<file path="src/rtl/regfile_wb_arbiter.sv">
// regfile_wb_arbiter
//   Arbitrates two writeback sources (ALU on port 0, load unit on port 1)
//   onto a single register-file write port. Round-robin between the two
//   when both are valid, with a pipeline freeze input (hold). The accepted
//   request is presented on the write port one cycle after the transfer.
//
// Ports
//   clk, reset            clock, asynchronous active-high reset
//   hold                  freeze request: no request is accepted while high
//   reqN_valid/reg/data   writeback request from source N (0 = ALU, 1 = load)
//   reqN_ready            combinational accept for source N
//   write_enable/reg/data registered register-file write port
//   last_grant            index of the most recently accepted source
//   conflict_count        saturating count of contended, non-held cycles
module regfile_wb_arbiter #(
  parameter int DATA_W = 32,
  parameter int REG_W  = 6
) (
  input  logic              clk,
  input  logic              reset,
  input  logic              hold,
  input  logic              req0_valid,
  input  logic [REG_W-1:0]  req0_reg,
  input  logic [DATA_W-1:0] req0_data,
  output logic              req0_ready,
  input  logic              req1_valid,
  input  logic [REG_W-1:0]  req1_reg,
  input  logic [DATA_W-1:0] req1_data,
  output logic              req1_ready,
  output logic              write_enable,
  output logic [REG_W-1:0]  write_reg,
  output logic [DATA_W-1:0] write_data,
  output logic              last_grant,
  output logic [7:0]        conflict_count
);

  function automatic logic [7:0] sat_inc8(input logic [7:0] v);
    return (v == 8'hFF) ? v : v + 8'd1;
  endfunction

  logic              grant0_p0;
  logic              grant1_p0;
  logic              vld_p0;
  logic              contend_p0;
  logic [REG_W-1:0]  reg_p0;
  logic [DATA_W-1:0] data_p0;

  // Stage p0: combinational arbitration on the live request inputs.
  // Port 0 wins a contention when port 1 was granted last, and vice versa;
  // last_grant resets to 1 so port 0 wins the first contention after reset.
  always_comb begin
    contend_p0 = req0_valid && req1_valid && !hold;
    grant0_p0  = 1'b0;
    grant1_p0  = 1'b0;
    if (!reset && !hold) begin
      grant0_p0 = req0_valid && (!req1_valid || last_grant);
      grant1_p0 = req1_valid && (!req0_valid || !last_grant);
    end
    vld_p0  = grant0_p0 || grant1_p0;
    reg_p0  = grant1_p0 ? req1_reg  : req0_reg;
    data_p0 = grant1_p0 ? req1_data : req0_data;
  end

  assign req0_ready = grant0_p0;
  assign req1_ready = grant1_p0;

  // Stage p1: registered write port and arbitration state.
  // Register 0 is a legal target that is accepted but never written.
  always_ff @(posedge clk or posedge reset) begin
    if (reset) begin
      write_enable   <= 1'b0;
      write_reg      <= '0;
      write_data     <= '0;
      last_grant     <= 1'b1;
      conflict_count <= 8'd0;
    end else begin
      if (vld_p0) begin
        write_enable <= (reg_p0 != '0);
        write_reg    <= reg_p0;
        write_data   <= data_p0;
        last_grant   <= grant1_p0;
      end else begin
        write_enable <= 1'b0;
      end
      if (contend_p0) begin
        conflict_count <= sat_inc8(conflict_count);
      end
    end
  end

endmodule

</file>
<file path="config.mk">
export PLATFORM = sky130hd
export DESIGN_NAME = regfile_wb_arbiter
export DESIGN_NICKNAME = d
export VERILOG_FILES = /design/src/rtl/regfile_wb_arbiter.sv
export SDC_FILE = /design/constraint.sdc
export NUM_CORES = 1
export LEC_CHECK = 0
export CORE_ASPECT_RATIO = 0.9
export CORE_MARGIN = 4
export CORE_UTILIZATION = 40
export DETAILED_ROUTE_END_ITERATION = 8
export PLACE_DENSITY = 0.81
export SLEW_MARGIN = 20
export SYNTH_ARGS = -nofsm -noshare
export SYNTH_HDL_FRONTEND = slang
export SYNTH_SLANG_ARGS = --single-unit
export TNS_END_PERCENT = 100
</file>
<file path="constraint.sdc">
create_clock -name clk -period 2.3 [get_ports clk]
set_input_delay 0.575 -clock clk [delete_from_list [all_inputs] [get_ports clk]]
set_output_delay 0.575 -clock clk [all_outputs]
set_load 0.05 [all_outputs]
</file>
==> insert_results.sql, run 1 <==
INSERT INTO impl_metrics (metric_group, metric, value, unit) VALUES
('min_path', 'timing.hold.worst.start', 'conflict_count[0]', ''),
('yosys', 'synth_enable_flop_cells', '0', ''),
('grt', 'globalRouteTotalUtil', '22.3', '%'),
('pwr', 'power.sequential.fraction', '33.3', '%'),
('yosys', 'synth_simple_gate_area_share', '23.9', '%'),
('detailed_routing', 'detail_route.vias_per_cell', '5.76', ''),
('grt', 'grt_pass1_wl', '14000', 'µm'),
('timing', 'holdWs', '550', 'ps'),
('clock_network', 'cts.sink_count', '48', ''),
('pwr', 'power.internal', '1.99', 'mW'),
('placed_design', 'finalWeightedCongestion', '0.796', ''),
('clock_network', 'cts.reportedPaths.clkPinSlew', '90', 'ps'),
('yosys', 'synth_top_family_by_area', 'simple AND/OR/NAND/NOR gates', ''),
('setup_path', 'data_required_time_of_the_critical_path', '1730', 'ps'),
('pwr', 'cellPowerDensity', '899', 'mW/mm²'),
('setup_path', 'rrSetupSlack', '730', 'ps'),
('yosys', 'synthFlopType', 'sky130_fd_sc_hd__dfrtp_1', ''),
('floorplanning', 'core-area', '0.00615', 'mm²'),
('setup_path', 'crit_path_cell_trace', 'dlygate4sd2_1 > or3b_4 > or2_1 > inv_2 > buf_8', ''),
('grt', 'initial_antenna_violation_count', '0', ''),
('pwr', 'power.share.switching', '45.3', '%'),
('finish', 'finalNetCount', '481', ''),
('yosys', 'yosysWarningCount', '0', ''),
('yosys', 'syn-num-nets', '362', ''),
('setup_path', 'timing.rr.start', 'last_grant', ''),
('timing', 'rsz0062_at_grt', 'no', ''),
('detailed_routing', 'vias', '2807', ''),
('timing', 'max_freq', '441', 'MHz'),
('setup_path', 'critPathTopFamily', 'simple AND/OR/NAND/NOR gates', ''),
('setup_path', 'largest_fanout_on_the_critical_path', '2', ''),
('floorplanning', 'die_w', '92.0', 'µm'),
('floorplanning', 'die_height', '83.6', 'µm'),
('status', 'run_status', 'finished, final reports clean', ''),
('yosys', 'synth-compound-area-share', '18.9', '%'),
('detailed_routing', 'met3WireLength', '793', 'µm'),
('placed_design', 'detailedPlacementHpwl', '5760', 'µm'),
('detailed_routing', 'met2WireLength', '4020', 'µm'),
('clock_network', 'clock_tree_from_tritoncts', 'built', ''),
('setup_path', 'cp_slowest_stage_delay', '400', 'ps'),
('floorplanning', 'floorplan.initialDensity', '41.3', '%'),
('grt', 'globalRouteOverflowTotal', '0', ''),
('detailed_routing', 'drtIter0Drc', '168', ''),
('min_path', 'hold_end', 'conflict_count[0]', ''),
('yosys', 'number_of_distinct_library_cell_variants_in_the_gate_level_netlist_after_synthesis', '35', ''),
('pwr', 'vdd_drop_max', '385', 'µV'),
('yosys', 'synth-async-reset-ratio', '100', '%'),
('setup_path', 'worstRegToRegCells', '4', ''),
('setup_path', 'r2r_end', 'write_data[30]', ''),
('placed_design', 'placement.io_buffers', '130', ''),
('clock_network', 'clockRootBuffer', 'sky130_fd_sc_hd__clkbuf_8', ''),
('detailed_routing', 'wl_met1', '3600', 'µm'),
('yosys', 'syn-instance-count', '280', ''),
('finish', 'layout-drive-gt1-share', '8.75', '%'),
('clock_network', 'clock_latency', '300', 'ps'),
('clock_network', 'cts_buffers', '5', ''),
('min_path', 'min_path_cells', '1', ''),
('floorplanning', 'num_rows', '27', ''),
('detailed_routing', 'post_drt_wl_per_cell', '17.5', 'µm'),
('finish', 'largest_register_ffs', '32', ''),
('finish', 'area_delta_synth_final', '59.6', '%'),
('pwr', 'pwr-share-comb', '52.3', '%'),
('yosys', 'syn-mean-instance-area', '9.07', 'µm²'),
('yosys', 'synth_xor_xnor_area_share', '1.03', '%'),
('min_path', 'min-delay-path-class', 'flop to flop', ''),
('grt', 'grt_pass1_vias', '2742', ''),
('yosys', 'synth_area', '0.00254', 'mm²'),
('timing', 'setup-violations-final', '0', ''),
('yosys', 'synth_sequential_area_ratio', '47.3', '%'),
('setup_path', 'setup.worst_path.end_class', 'output pin', ''),
('pwr', 'power.total', '3.64', 'mW'),
('finish', 'final_core_util', '65.9', '%');
-- how the worst max path moves through the flow --
stage               slack (ps)    endpoint  cells past startpoint
floorplan                   80  req0_ready                      3
global placement          -160  req1_ready                      5
detailed placement        -160  req1_ready                      5
CTS                         40  last_grant                      1
global route                 4  req1_ready                      5
finish                      30  req1_ready                      5
-- power groups by stage --
stage	clock, mW	combinational (mW)	sequential, mW
2_1_floorplan	0	0.406	1.98
3_3_place_gp	0	1.88	1.23
3_5_place_dp	0	1.91	1.22
4_1_cts	0.536	1.91	1.21
5_1_grt	0.574	2.01	1.25
6_report	0.525	1.90	1.21
-- final cells by class --
cell class,instances,area (µm²)
fill,529,2100
multi-input combinational,197,1190
sequential,48,1200
timing repair buffer,145,1450
clock inverter,1,7.51
clock buffer,7,86.3
inverter,2,7.51
tap,87,109
-- what timing repair did --
action | in CTS | in global routing
gates resized for setup | 9 | 1
pin swaps | 2 | 0
setup buffers | 0 | 0
endpoints found under the setup margin | 2 | 1
-- routing by layer --
layer / track usage [%] / vias up
li1: - / 1317
met1: 30.6 / 1338
met2: 35.7 / 142
met3: 5.23 / 10
met4: 5.13 / 0
met5: 0 / -
-- cells in the mapped netlist (all sizes together) (2+ instances only) --
cell type / n / area, µm²
or4: 2 / 15.0
and2: 2 / 12.5
nor2: 2 / 7.51
nand2: 3 / 11.3
nand2b: 2 / 12.5
nand3: 4 / 20.0
clkbuf: 24 / 90.1
buf: 9 / 68.8
or3b: 2 / 17.5
nor3: 40 / 200
xnor2: 3 / 26.3
o21ai: 40 / 200
dfrtp: 47 / 1180
and3: 2 / 12.5
inv: 2 / 7.50
a31oi: 38 / 244
a21oi: 4 / 20.0
mux2: 4 / 45.0
nand4: 40 / 250
-- stage by stage --
| step | std cells | cell area (µm²) | setup TNS (ps) | worst slack [ps] |
|---|---|---|---|---|
| 6_report | 487 | 4050 | 0 | 32.3 |
| 5_1_grt | 487 | 4050 | 0 | 4.34 |
| 4_1_cts | 487 | 4050 | 0 | 35.5 |
| 3_5_place_dp | 479 | 3940 | -627 | -165 |
| 3_3_place_gp | 479 | 3940 | -281 | -159 |
| 2_1_floorplan | 280 | 2540 | 0 | 82.6 |
-- cell usage in the layout (no fill, tap or decap) --
master                              n
sky130_fd_sc_hd__clkdlybuf4s50_1  123
sky130_fd_sc_hd__dfrtp_1           47
sky130_fd_sc_hd__nand4_1           40
sky130_fd_sc_hd__nor3_1            40
sky130_fd_sc_hd__a31oi_1           37
sky130_fd_sc_hd__o21ai_1           34
sky130_fd_sc_hd__buf_4             13
sky130_fd_sc_hd__o21ai_0            6
sky130_fd_sc_hd__clkbuf_8           6
sky130_fd_sc_hd__nand3_1            4
sky130_fd_sc_hd__a21oi_1            4
sky130_fd_sc_hd__dlygate4sd2_1      4
sky130_fd_sc_hd__xnor2_1            3
sky130_fd_sc_hd__nand2_1            3
sky130_fd_sc_hd__buf_12             3
sky130_fd_sc_hd__or3b_4             2
sky130_fd_sc_hd__and2_1             2
sky130_fd_sc_hd__nand2b_1           2
sky130_fd_sc_hd__mux2_2             2
sky130_fd_sc_hd__and3_1             2
sky130_fd_sc_hd__mux2_1             2
sky130_fd_sc_hd__inv_2              2
sky130_fd_sc_hd__or4_1              2
sky130_fd_sc_hd__nor2b_2            1
sky130_fd_sc_hd__or2_1              1
sky130_fd_sc_hd__nor2_2             1
sky130_fd_sc_hd__a31oi_2            1
sky130_fd_sc_hd__and3b_1            1
sky130_fd_sc_hd__and4b_1            1
sky130_fd_sc_hd__o211ai_1           1
sky130_fd_sc_hd__nor3b_1            1
sky130_fd_sc_hd__and4_1             1
sky130_fd_sc_hd__nor2_4             1
sky130_fd_sc_hd__o32ai_1            1
sky130_fd_sc_hd__ha_1               1
sky130_fd_sc_hd__clkinvlp_4         1
sky130_fd_sc_hd__clkbuf_1           1
sky130_fd_sc_hd__dfstp_2            1
sky130_fd_sc_hd__dlymetal6s2s_1     1
sky130_fd_sc_hd__buf_8              1
-- logic make-up (layout without fill, tap and decap cells) --
| family | Yosys count | in the layout |
|---|---|---|
| and+or+nand+nor | 105 | 105 |
| AOI/OAI and AO/OA | 84 | 84 |
| DFF | 48 | 48 |
| buffers and inverters | 35 | 155 |
| muxes | 4 | 4 |
| xor gates and xnor gates | 3 | 3 |
| adders and majority gates | 1 | 1 |
-- worst register-to-register path: cells and delay by family (launching register included) --
family / cells / cell delay, ps
AO/OA/AOI/OAI: 1 / 170
AND/OR/NAND/NOR: 2 / 290
flip-flops: 1 / 580
buffers and inverters: 1 / 390
No activity file was read; power rests on OpenSTA's default activity.
==> inputs of run 2 (changes only) <==
--- a/config.mk
+++ b/config.mk
@@ -5,9 +5,10 @@
 export SDC_FILE = /design/constraint.sdc
 export NUM_CORES = 1
 export LEC_CHECK = 0
+export ABC_AREA = 1
 export CORE_ASPECT_RATIO = 0.9
 export CORE_MARGIN = 4
-export CORE_UTILIZATION = 40
+export CORE_UTILIZATION = 39
 export DETAILED_ROUTE_END_ITERATION = 8
 export PLACE_DENSITY = 0.81
 export SLEW_MARGIN = 20
==> run 2 against run 1 <==
Effect of this change: power down 1.3%; final cell count up 0.62%; critical endpoint is now last_grant; sequential share of layout area up 1.7 points; clock-buffer cell count down 2; global-route usage down 2.7 points; final area down 5.3%.
==> insert_results.sql, run 2 <==
INSERT INTO impl_metrics (metric_group, metric, value, unit) VALUES
('timing', 'setup-violations-final', '0', ''),
('timing', 'fraction_of_the_cycle_the_final_worst_path_needs', '97.7', '%'),
('yosys', 'syn-mean-instance-area', '8.11', 'µm²'),
('detailed_routing', 'drt_pre_antenna_iters', '4', ''),
('clock_network', 'cts_buffers', '5', ''),
('placed_design', 'placement.io_buffers', '130', ''),
('setup_path', 'data_required_time_of_the_critical_path', '1730', 'ps'),
('placed_design', 'detailedPlacementHpwl', '5310', 'µm'),
('clock_network', 'clock_latency', '300', 'ps'),
('yosys', 'number_of_distinct_library_cell_variants_in_the_gate_level_netlist_after_synthesis', '24', ''),
('setup_path', 'crit_path_cell_trace', 'clkdlybuf4s50_1', ''),
('finish', 'layout-drive-gt1-share', '6.19', '%'),
('timing', 'timing.final.crit_period', '2250', 'ps'),
('yosys', 'synth-seq-cells', '48', ''),
('finish', 'n_antenna_cell', '0', ''),
('yosys', 'top_post_synthesis_cells_by_area', 'sky130_fd_sc_hd__dfrtp_1 50%, sky130_fd_sc_hd__nand2_1 11%, sky130_fd_sc_hd__o21ai_0 7.7%, sky130_fd_sc_hd__o21ai_1 7.5%, sky130_fd_sc_hd__nor2_1 6.9%', ''),
('yosys', 'synth.largest_area_cell', 'sky130_fd_sc_hd__dfrtp_1', ''),
('timing', 'skew', '4.60', 'ps'),
('detailed_routing', 'route.detailed.drc', '0', ''),
('clock_network', 'clock_tree_from_tritoncts', 'built', ''),
('detailed_routing', 'post_drt_wl_per_cell', '14.4', 'µm'),
('pwr', 'power.total', '3.59', 'mW'),
('grt', 'globalRouteTotalUtil', '19.6', '%'),
('setup_path', 'setup.worst_path.end_class', 'output pin', ''),
('finish', 'register_area', '0.00120', 'mm²'),
('floorplanning', 'core-area', '0.00576', 'mm²'),
('floorplanning', 'die_area', '0.00732', 'mm²'),
('floorplanning', 'floorplan.initialDensity', '40.7', '%'),
('setup_path', 'crit_path_start_kind', 'flop', ''),
('timing', 'setup-tns-final', '0', 'ps'),
('finish', 'finalNetCount', '501', ''),
('min_path', 'min-delay-path-class', 'flop to flop', ''),
('finish', 'final_cell_count_no_fill', '490', ''),
('yosys', 'synth-async-reset-ratio', '100', '%'),
('floorplanning', 'die_height', '81.6', 'µm'),
('floorplanning', 'num_rows', '26', ''),
('finish', 'final_core_util', '66.6', '%'),
('finish', 'fillCellCount', '513', ''),
('yosys', 'syn-num-nets', '371', ''),
('grt', 'initial_antenna_violation_count', '0', ''),
('detailed_routing', 'final_antenna_net_count', '0', ''),
('clock_network', 'post_cts_resized', '0', ''),
('clock_network', 'holdBufCountCts', '0', ''),
('pwr', 'vdd_drop_max', '412', 'µV'),
('placed_design', 'post-place-cells', '482', ''),
('status', 'run_status', 'finished, final reports clean', ''),
('floorplanning', 'die_w', '89.7', 'µm'),
('placed_design', 'finalWeightedCongestion', '0.836', ''),
('pwr', 'cellLeakagePower', '1.69', 'nW'),
('detailed_routing', 'vias', '2410', ''),
('yosys', 'synthFlopType', 'sky130_fd_sc_hd__dfrtp_1', ''),
('timing', 'slew_margin_rel', '55.9', '%'),
('setup_path', 'cp_slowest_cell', 'sky130_fd_sc_hd__clkdlybuf4s50_1', ''),
('grt', 'grt_pass1_vias', '2397', ''),
('detailed_routing', 'routed_wire_length', '7080', 'µm'),
('setup_path', 'cp.arrival', '1670', 'ps'),
('clock_network', 'cts-root-to-sink-buffers', '2', ''),
('timing', 'rsz0062_at_grt', 'no', ''),
('clock_network', 'cts.reportedPaths.clkPinSlew', '90', 'ps'),
('timing', 'finalHoldViolCount', '0', ''),
('yosys', 'syn-instance-count', '289', ''),
('grt', 'grt.busiest_layer', 'met2', ''),
('setup_path', 'critPathBufInv', '1', ''),
('timing', 'worstMarginPinSlew', '660', 'ps'),
('yosys', 'post-synth-top-count-cell', 'sky130_fd_sc_hd__nand2_1', ''),
('grt', 'grt_pass1_wl', '11600', 'µm'),
('placed_design', 'pre_cts_ws', '11.0', 'ps'),
('yosys', 'synth_sequential_area_ratio', '51.3', '%'),
('timing', 'setup_ws', '53.9', 'ps'),
('job', 'drv.max_cap_violation_count', '0', ''),
('timing', 'max_freq', '445', 'MHz'),
('clock_network', 'clockRootBuffer', 'sky130_fd_sc_hd__clkbuf_8', ''),
('grt', 'use_met2', '35.1', '%'),
('yosys', 'synth_area', '0.00234', 'mm²'),
('finish', 'area_delta_synth_final', '63.7', '%'),
('finish', 'final_cell_mix', '128 x sky130_fd_sc_hd__clkdlybuf4s50_1, 71 x sky130_fd_sc_hd__nand2_1, 47 x sky130_fd_sc_hd__dfrtp_1', ''),
('finish', 'largest_register_ffs', '32', ''),
('grt', 'grt_start_max_net_pins', '42', ''),
('yosys', 'yosysWarningCount', '0', ''),
('finish', 'multiInputGateArea', '962', 'µm²'),
('clock_network', 'cts.sink_count', '48', ''),
('floorplanning', 'num_io_pins', '131', ''),
('yosys', 'synth.top_cells.by_count', '71 x sky130_fd_sc_hd__nand2_1, 47 x sky130_fd_sc_hd__dfrtp_1, 43 x sky130_fd_sc_hd__nor2_1, 36 x sky130_fd_sc_hd__o21ai_0, 35 x sky130_fd_sc_hd__o21ai_1', ''),
('grt', 'globalRouteOverflowTotal', '0', ''),
('pwr', 'cellPowerDensity', '936', 'mW/mm²'),
('clock_network', 'clock_tree.htree_level_count', '2', ''),
('timing', 'maxSlewViolCount', '0', ''),
('detailed_routing', 'detail_route.vias_per_cell', '4.92', ''),
('setup_path', 'cp_slowest_stage_delay', '810', 'ps'),
('setup_path', 'critPathKind', 'flop to output pin', ''),
('yosys', 'synth_enable_flop_cells', '0', ''),
('setup_path', 'critPathTopFamily', 'buffers and inverters', ''),
('finish', 'layout_commonest_cell', 'sky130_fd_sc_hd__clkdlybuf4s50_1', ''),
('setup_path', 'largest_fanout_on_the_critical_path', '3', ''),
('yosys', 'synth_largest_type_area_fraction', '50.2', '%'),
('grt', 'gr-usage-met3', '5.95', '%'),
('clock_network', 'cts_post_setup_buffers_inserted', '0', ''),
('detailed_routing', 'drtIter0Drc', '117', ''),
('grt', 'global_route.usage.met1', '23.2', '%');
## run 2: logic make-up (layout without fill, tap and decap cells)
logic type	Yosys count	in the layout	share of synthesized area [%]
xor gates and xnor gates	6	6	2.24
DFF	48	48	51.3
adders and majority gates	1	1	0.534
AOI/OAI and AO/OA	74	74	15.9
and+or+nand+nor	126	126	22.4
buffers and inverters	34	165	7.68
## run 2: worst register-to-register path: cells and delay by family (launching register included)
kind                   cells  cell delay (ps)
buffers and inverters      1              480
AND/OR/NAND/NOR            3              310
AO/OA/AOI/OAI              1              190
flip-flops                 1              560
## run 2: through the flow
stage	cell area, µm²	hold WS, ps
after floorplan	2340	625
after global placement	3730	467
after detailed placement	3730	473
after CTS	3840	495
after global routing	3840	533
final	3840	489
## run 2: final timing paths
path / start / end / slack (ps) / depth (start not counted)
max: last_grant / last_grant / 50 / 1
min: write_data[24] / write_data[24] / 490 / 2
max reg2reg: last_grant / write_reg[3] / 630 / 5
min reg2reg: write_data[24] / write_data[24] / 490 / 2
max in group asynchronous: reset / write_data[3] / 1230 / 3
min in group asynchronous: reset / write_data[24] / 590 / 2
## run 2: area by class of cell
type,instances,area share [%]
clock buffer,5,1.79
clock inverter,3,1.11
inverter,20,1.96
multi-input combinational,207,25.1
sequential,48,31.3
tap,70,2.28
timing repair buffer,137,36.5
## run 2: where the power goes
group | switching (mW) | internal, mW
sequential | 0.145 | 1.06
combinational | 1.14 | 0.630
clock | 0.296 | 0.322
total | 1.58 | 2.01
## run 2: routing by layer
layer	up-vias	share of wire [%]
li1	1188	-
met2	110	48
met1	1103	41
met5	-	0
met4	0	1.5
met3	9	8.6
